[src/rtl/tm1638_pkg.sv]
// Shared definitions for the TM1638 serial slave and any master driver:
// command field codes, command bit positions and the frame state encoding.
package tm1638_pkg;

  typedef enum logic [1:0] {
    ST_IDLE  = 2'd0,
    ST_CMD   = 2'd1,
    ST_WDATA = 2'd2,
    ST_RDATA = 2'd3
  } state_t;

  localparam logic [1:0] FIELD_DATA = 2'b01;
  localparam logic [1:0] FIELD_DISP = 2'b10;
  localparam logic [1:0] FIELD_ADDR = 2'b11;

  localparam int BIT_READ    = 1;
  localparam int BIT_FIXED   = 2;
  localparam int BIT_DISP_ON = 3;

  function automatic logic [1:0] cmd_field(input logic [7:0] b);
    return b[7:6];
  endfunction

endpackage

[src/rtl/tm1638_sync_edge.sv]
// Multi-flop synchronizer for one serial input plus rise/fall detection on
// the synchronized level. Everything presets to 1 so an idle-high line shows no edge.
module tm1638_sync_edge #(
  parameter int C_SYNC = 2
) (
  input  logic i_clk,
  input  logic i_rst,
  input  logic i_d,
  output logic o_q,
  output logic o_rise,
  output logic o_fall
);

  logic [C_SYNC-1:0] r_sync;
  logic              r_prev;

  always_ff @(posedge i_clk or posedge i_rst) begin
    if (i_rst) begin
      r_sync <= '1;
      r_prev <= 1'b1;
    end else begin
      r_sync <= {r_sync[C_SYNC-2:0], i_d};
      r_prev <= r_sync[C_SYNC-1];
    end
  end

  assign o_q    = r_sync[C_SYNC-1];
  assign o_rise = r_sync[C_SYNC-1] & ~r_prev;
  assign o_fall = ~r_sync[C_SYNC-1] & r_prev;

endmodule

[src/rtl/tm1638_slave.sv]
// TM1638-style serial slave: decodes command/address/data frames from an
// external master into a 16x8 display RAM and shifts a 32-bit key image back out.
module tm1638_slave
  import tm1638_pkg::*;
#(
  parameter int C_SYNC = 2
) (
  input  logic        CK_i,
  input  logic        ARST_i,
  input  logic        STB_i,
  input  logic        SCLK_i,
  input  logic        DIO_i,
  output logic        DIO_o,
  output logic        DIO_OE_o,
  input  logic [31:0] KEYS_i,
  input  logic [3:0]  RAM_RADR_i,
  output logic [7:0]  RAM_RDAT_o,
  output logic        DISP_ON_o,
  output logic [2:0]  BRIGHT_o,
  output logic        FRAME_ERR_o,
  output state_t      DBG_STATE_o
);

  logic w_stb, w_stb_rise, w_stb_fall;
  logic w_sclk, w_sclk_rise, w_sclk_fall;
  logic w_dio, w_dio_rise, w_dio_fall;
  logic w_unused;

  tm1638_sync_edge #(.C_SYNC(C_SYNC)) u_sync_stb (
    .i_clk(CK_i), .i_rst(ARST_i), .i_d(STB_i),
    .o_q(w_stb), .o_rise(w_stb_rise), .o_fall(w_stb_fall));
  tm1638_sync_edge #(.C_SYNC(C_SYNC)) u_sync_sclk (
    .i_clk(CK_i), .i_rst(ARST_i), .i_d(SCLK_i),
    .o_q(w_sclk), .o_rise(w_sclk_rise), .o_fall(w_sclk_fall));
  tm1638_sync_edge #(.C_SYNC(C_SYNC)) u_sync_dio (
    .i_clk(CK_i), .i_rst(ARST_i), .i_d(DIO_i),
    .o_q(w_dio), .o_rise(w_dio_rise), .o_fall(w_dio_fall));

  assign w_unused = ^{w_sclk, w_dio_rise, w_dio_fall};

  state_t      r_state, w_state_nxt;
  logic [2:0]  r_cnt;
  logic [7:0]  r_shift;
  logic [3:0]  r_addr;
  logic        r_fixed;
  logic        r_disp_on;
  logic [2:0]  r_bright;
  logic [31:0] r_keys;
  logic [4:0]  r_rbit;
  logic        r_rd_armed;
  logic        r_dio, r_oe, r_frame_err;
  logic [7:0]  r_ram [16];

  logic       w_in_shift, w_sclk_ok, w_shift_en, w_byte_done;
  logic [7:0] w_byte;

  // A strobe edge in the same cycle as a clock edge swallows the clock edge.
  assign w_in_shift  = (r_state == ST_CMD) || (r_state == ST_WDATA);
  assign w_sclk_ok   = ~w_stb & ~w_stb_fall;
  assign w_shift_en  = w_sclk_ok & w_in_shift & w_sclk_rise;
  assign w_byte_done = w_shift_en & (r_cnt == 3'd7);
  assign w_byte      = {w_dio, r_shift[7:1]};

  always_ff @(posedge CK_i or posedge ARST_i) begin
    if (ARST_i) r_state <= ST_IDLE;
    else        r_state <= w_state_nxt;
  end

  always_comb begin
    w_state_nxt = r_state;
    if (w_stb_fall) begin
      w_state_nxt = ST_CMD;
    end else if (w_stb) begin
      w_state_nxt = ST_IDLE;
    end else if (w_byte_done && r_state == ST_CMD) begin
      case (cmd_field(w_byte))
        FIELD_DATA: w_state_nxt = w_byte[BIT_READ] ? ST_RDATA : ST_WDATA;
        FIELD_ADDR: w_state_nxt = ST_WDATA;
        default:    w_state_nxt = ST_CMD;
      endcase
    end
  end

  always_ff @(posedge CK_i or posedge ARST_i) begin
    if (ARST_i) begin
      r_cnt       <= '0;
      r_shift     <= '0;
      r_addr      <= '0;
      r_fixed     <= 1'b0;
      r_disp_on   <= 1'b0;
      r_bright    <= '0;
      r_keys      <= '0;
      r_rbit      <= '0;
      r_rd_armed  <= 1'b0;
      r_dio       <= 1'b0;
      r_oe        <= 1'b0;
      r_frame_err <= 1'b0;
      for (int i = 0; i < 16; i++) r_ram[i] <= '0;
    end else begin
      r_frame_err <= 1'b0;
      if (w_stb_fall) begin
        r_cnt <= '0;
        r_oe  <= 1'b0;
      end else if (w_stb) begin
        r_cnt       <= '0;
        r_oe        <= 1'b0;
        r_frame_err <= w_stb_rise & w_in_shift & (r_cnt != 3'd0);
      end else begin
        if (w_shift_en) begin
          r_shift <= w_byte;
          r_cnt   <= r_cnt + 3'd1;
        end
        if (w_byte_done && r_state == ST_CMD) begin
          case (cmd_field(w_byte))
            FIELD_DATA: begin
              r_fixed <= w_byte[BIT_FIXED];
              if (w_byte[BIT_READ]) begin
                r_keys     <= KEYS_i;
                r_oe       <= 1'b1;
                r_dio      <= KEYS_i[0];
                r_rbit     <= 5'd1;
                r_rd_armed <= 1'b0;
              end
            end
            FIELD_ADDR: r_addr <= w_byte[3:0];
            FIELD_DISP: begin
              r_disp_on <= w_byte[BIT_DISP_ON];
              r_bright  <= w_byte[2:0];
            end
            default: ;
          endcase
        end
        if (w_byte_done && r_state == ST_WDATA) begin
          r_ram[r_addr] <= w_byte;
          if (!r_fixed) r_addr <= r_addr + 4'd1;
        end
        // The falling edge right after the read command is not preceded by a
        // rising edge in RDATA, so bit 0 stays put until the master samples it.
        if (r_state == ST_RDATA) begin
          if (w_sclk_rise) begin
            r_rd_armed <= 1'b1;
          end else if (w_sclk_fall && r_rd_armed) begin
            r_dio      <= r_keys[r_rbit];
            r_rbit     <= r_rbit + 5'd1;
            r_rd_armed <= 1'b0;
          end
        end
      end
    end
  end

  assign DIO_o       = r_dio;
  assign DIO_OE_o    = r_oe;
  assign RAM_RDAT_o  = r_ram[RAM_RADR_i];
  assign DISP_ON_o   = r_disp_on;
  assign BRIGHT_o    = r_bright;
  assign FRAME_ERR_o = r_frame_err;
  assign DBG_STATE_o = r_state;

endmodule
[config.mk]
export PLATFORM = sky130hd
export DESIGN_NAME = tm1638_slave
export DESIGN_NICKNAME = d
export VERILOG_FILES = /design/src/rtl/tm1638_pkg.sv /design/src/rtl/tm1638_sync_edge.sv /design/src/rtl/tm1638_slave.sv
export SDC_FILE = /design/constraint.sdc
export NUM_CORES = 1
export LEC_CHECK = 0
export CAP_MARGIN = 10
export CORE_MARGIN = 4
export CORE_UTILIZATION = 30
export CTS_CLUSTER_DIAMETER = 40
export DETAILED_ROUTE_END_ITERATION = 10
export GPL_TIMING_DRIVEN = 0
export PLACE_DENSITY = 0.48
export SLEW_MARGIN = 40
export SYNTH_ARGS = -nofsm -noshare
export SYNTH_HDL_FRONTEND = slang
export SYNTH_SLANG_ARGS = --single-unit
[constraint.sdc]
create_clock -name CK_i -period 18.7 [get_ports CK_i]
set_clock_uncertainty 0.2 [all_clocks]
set_input_delay 3.74 -clock CK_i [delete_from_list [all_inputs] [get_ports CK_i]]
set_output_delay 3.74 -clock CK_i [all_outputs]
set_load 0.1 [all_outputs]
==> flow_summary.json <==
{
  "antenna_found_initial": 0,
  "fmax_ghz": 0.0979,
  "wl_per_cell_um": 19.6,
  "core.rowCount": 64,
  "fin_setup_tns_ps": 0,
  "status": "complete, no violations",
  "yosysTopAreaCellShare": 0.506,
  "peakVddDrop_mv": 0.0614,
  "postCtsHoldBufs": 0,
  "numClockSinks": 198,
  "crit_type": "in -> out",
  "yosysWarnings": 0,
  "placedCellCount": 1043,
  "cp-start-kind": "primary input",
  "worst_slew_pin_slew_ps": 798,
  "setup_viol": 0,
  "synth_nets": 643,
  "wl_um": 21000,
  "nets": 718,
  "tritoncts": "yes",
  "power.total_uw": 857,
  "die_h_um": 185,
  "drive_gt1_frac": 0.473,
  "r2r_cells": 8,
  "ys_types": 53,
  "avgViaCountPerCell": 4.86,
  "syn_avg_cell_area_sq_um": 15.9,
  "synth_seq_cells": 198,
  "core_sq_mm": 0.0307,
  "finalCriticalPeriod_ps": 10210,
  "fp.dieW_um": 185,
  "final_max_slew_viol_count": 0,
  "io_pins": 58,
  "finalHoldViolations": 0,
  "yosysMostFrequentCell": "dfrtp_1",
  "start_util": 0.305,
  "grt_usage": 0.131,
  "worstPathRequired_ps": 14760,
  "die-area_sq_mm": 0.0342,
  "clk_latency_ps": 450,
  "io_buffers": 54,
  "p_leak_nw": 5.11,
  "globalplace.congestion": 0.739,
  "final_core_util": 0.358,
  "clockBufferDepth": 2,
  "max-slew-margin-rel": 0.468,
  "power.density_mw_per_mm2": 77.8,
  "insertedDiodeCount": 0,
  "cp.arrival_ps": 6270,
  "synth_top_area_cell": "dfrtp_1",
  "cts_root_buf": "clkbuf_16",
  "ys.flop_type": "dfrtp_1",
  "synth.area.top_cells": "dfrtp_1 (51%), mux2_2 (17%), mux4_2 (11%)",
  "finalNonFillerCells": 1075,
  "first_pass_iters": 4,
  "r2r_slack_ps": 16130,
  "fill_cells": 2962,
  "cts_resized": 0,
  "grt_pass1_wl_um": 34300,
  "synth_commonest_cells": "dfrtp_1 (190), mux2_2 (139), mux4_2 (46)",
  "end_kind": "output port",
  "rsz0062_at_grt": "no",
  "place_area_sq_mm": 0.0104,
  "synth_area_sq_mm": 0.00939,
  "hpwl_um": 15100,
  "clk_pin_slew_worst_paths_ps": 80,
  "cts_inserted_buffers": 17,
  "grt_pass1_vias": 5889,
  "synth_edf_count": 0,
  "grt-ovfl-total": 0,
  "drc": 0,
  "period_share": 0.546,
  "ant_nets": 0,
  "via_count": 5227,
  "crit_fanout": 10,
  "finalInstanceArea_sq_mm": 0.0110,
  "ys_seq_area_frac": 0.529,
  "syn-instance-count": 591,
  "area_growth_pct": 17.3,
  "maxCapViolCount": 0,
  "synthArstFlopShare": 1.00,
  "grt_max_degree": 83,
  "whs_path_depth": 0,
  "htreeDepth": 4,
  "hold_path_class": "reg -> reg",
  "postCtsSetupBuffers": 0,
  "drt_first_iter_violations": 208
}
-- critical path, cell delays in order --
cell and delay, ps:
clkdlybuf4s50_1 630, clkbuf_1 620, mux4_2 430, mux4_2 520, buf_2 310
-- routing by layer --
layer  share of wire  GRT usage  vias up  wire, um
met2            0.50      0.217       66     10400
li1                -          -     2347         -
met3           0.027     0.0267       14       561
met5               0          0        -         0
met1            0.47      0.177     2800      9830
met4          0.0099     0.0317        0       208
-- flip-flops by register name, summed over array words and instances, names as in the netlist --
| signal | flops |
|---|---|
| u_sync_stb.r_prev | 1 |
| r_addr | 4 |
| r_cnt | 3 |
| u_sync_stb.r_sync | 2 |
| DBG_STATE_o | 2 |
| u_sync_dio.r_sync | 2 |
| r_ram | 128 |
| r_rbit | 5 |
| u_sync_sclk.r_sync | 2 |
| r_rd_armed | 1 |
| r_shift | 7 |
| FRAME_ERR_o | 1 |
| u_sync_sclk.r_prev | 1 |
| DIO_o | 1 |
| r_fixed | 1 |
| DISP_ON_o | 1 |
| BRIGHT_o | 3 |
| DIO_OE_o | 1 |
| r_keys | 32 |
-- metrics by stage --
step           hold slack [ps]  setup slack (ps)
2_1_floorplan              145              9230
3_3_place_gp               148              6890
3_5_place_dp               147              8460
4_1_cts                    149              8460
5_1_grt                    148              8420
6_report                   148              8490
-- cell families (layout without fill, tap and decap cells) --
family	Yosys count	in the layout	share of synthesized area
AOI/OAI and AO/OA	28	28	0.0199
adders and majority gates	11	11	0.0147
buffers and inverters	49	137	0.0347
DFF	198	198	0.529
muxes	223	223	0.336
and+or+nand+nor	82	82	0.0657
-- worst paths after layout --
path	startpoint	end
setup / recovery	RAM_RADR_i[1]	RAM_RDAT_o[3]
hold / removal	u_sync_sclk.r_sync[0]$_DFF_PP1_	u_sync_sclk.r_sync[1]$_DFF_PP1_
setup reg to reg	DBG_STATE_o[0]$_DFFE_PP0P_	r_ram[7]$_DFFE_PP0P_
hold reg to reg	u_sync_sclk.r_sync[0]$_DFF_PP1_	u_sync_sclk.r_sync[1]$_DFF_PP1_
max in group asynchronous	ARST_i	u_sync_stb.r_prev$_DFF_PP1_
min in group asynchronous	ARST_i	r_keys[31]$_DFFE_PP0P_
-- where the power goes --
group | leakage [nW] | internal [mW] | switching [mW]
combinational | 2.15 | 0.0211 | 0.0260
sequential | 2.66 | 0.434 | 0.00536
clock | 0.293 | 0.181 | 0.189
total | 5.11 | 0.636 | 0.221
-- layout by cell type, fill, tap and decap left out, types with 3 or more instances in the layout --
cell	netlist	layout
mux2_4	35	35
mux2_2	139	139
clkbuf_16	0	17
nor2_1	10	10
inv_6	0	3
ha_1	11	11
o31ai_1	4	4
clkbuf_1	10	10
inv_1	10	9
nand3_4	10	10
a21oi_1	6	6
dfstp_2	8	8
clkinv_8	0	6
mux4_2	46	46
buf_2	7	24
buf_6	4	4
nand3_1	4	4
a211oi_1	4	4
nand2_1	18	18
mux2i_1	3	3
dlygate4sd1_1	6	6
nor4_1	4	4
clkdlybuf4s50_1	0	37
dfrtp_1	190	190
nand3_2	4	4
buf_1	4	3
nor2b_1	5	5
nor2_4	4	4
clkinv_4	0	4
o21ai_0	6	6
inv_8	0	3
-- final cells by class --
class / count / area [sq um] / share of cell area
Buffer: 39 / 289 / 0.0263
Clock buffer: 17 / 425 / 0.0386
Clock inverter: 15 / 181 / 0.0165
Inverter: 10 / 45.0 / 0.00409
Multi-Input combinational cell: 344 / 4100 / 0.372
Sequential cell: 198 / 4960 / 0.451
Tap cell: 396 / 495 / 0.0450
Timing Repair Buffer: 56 / 510 / 0.0464
Note: power is estimated with default switching activity, not from simulation.
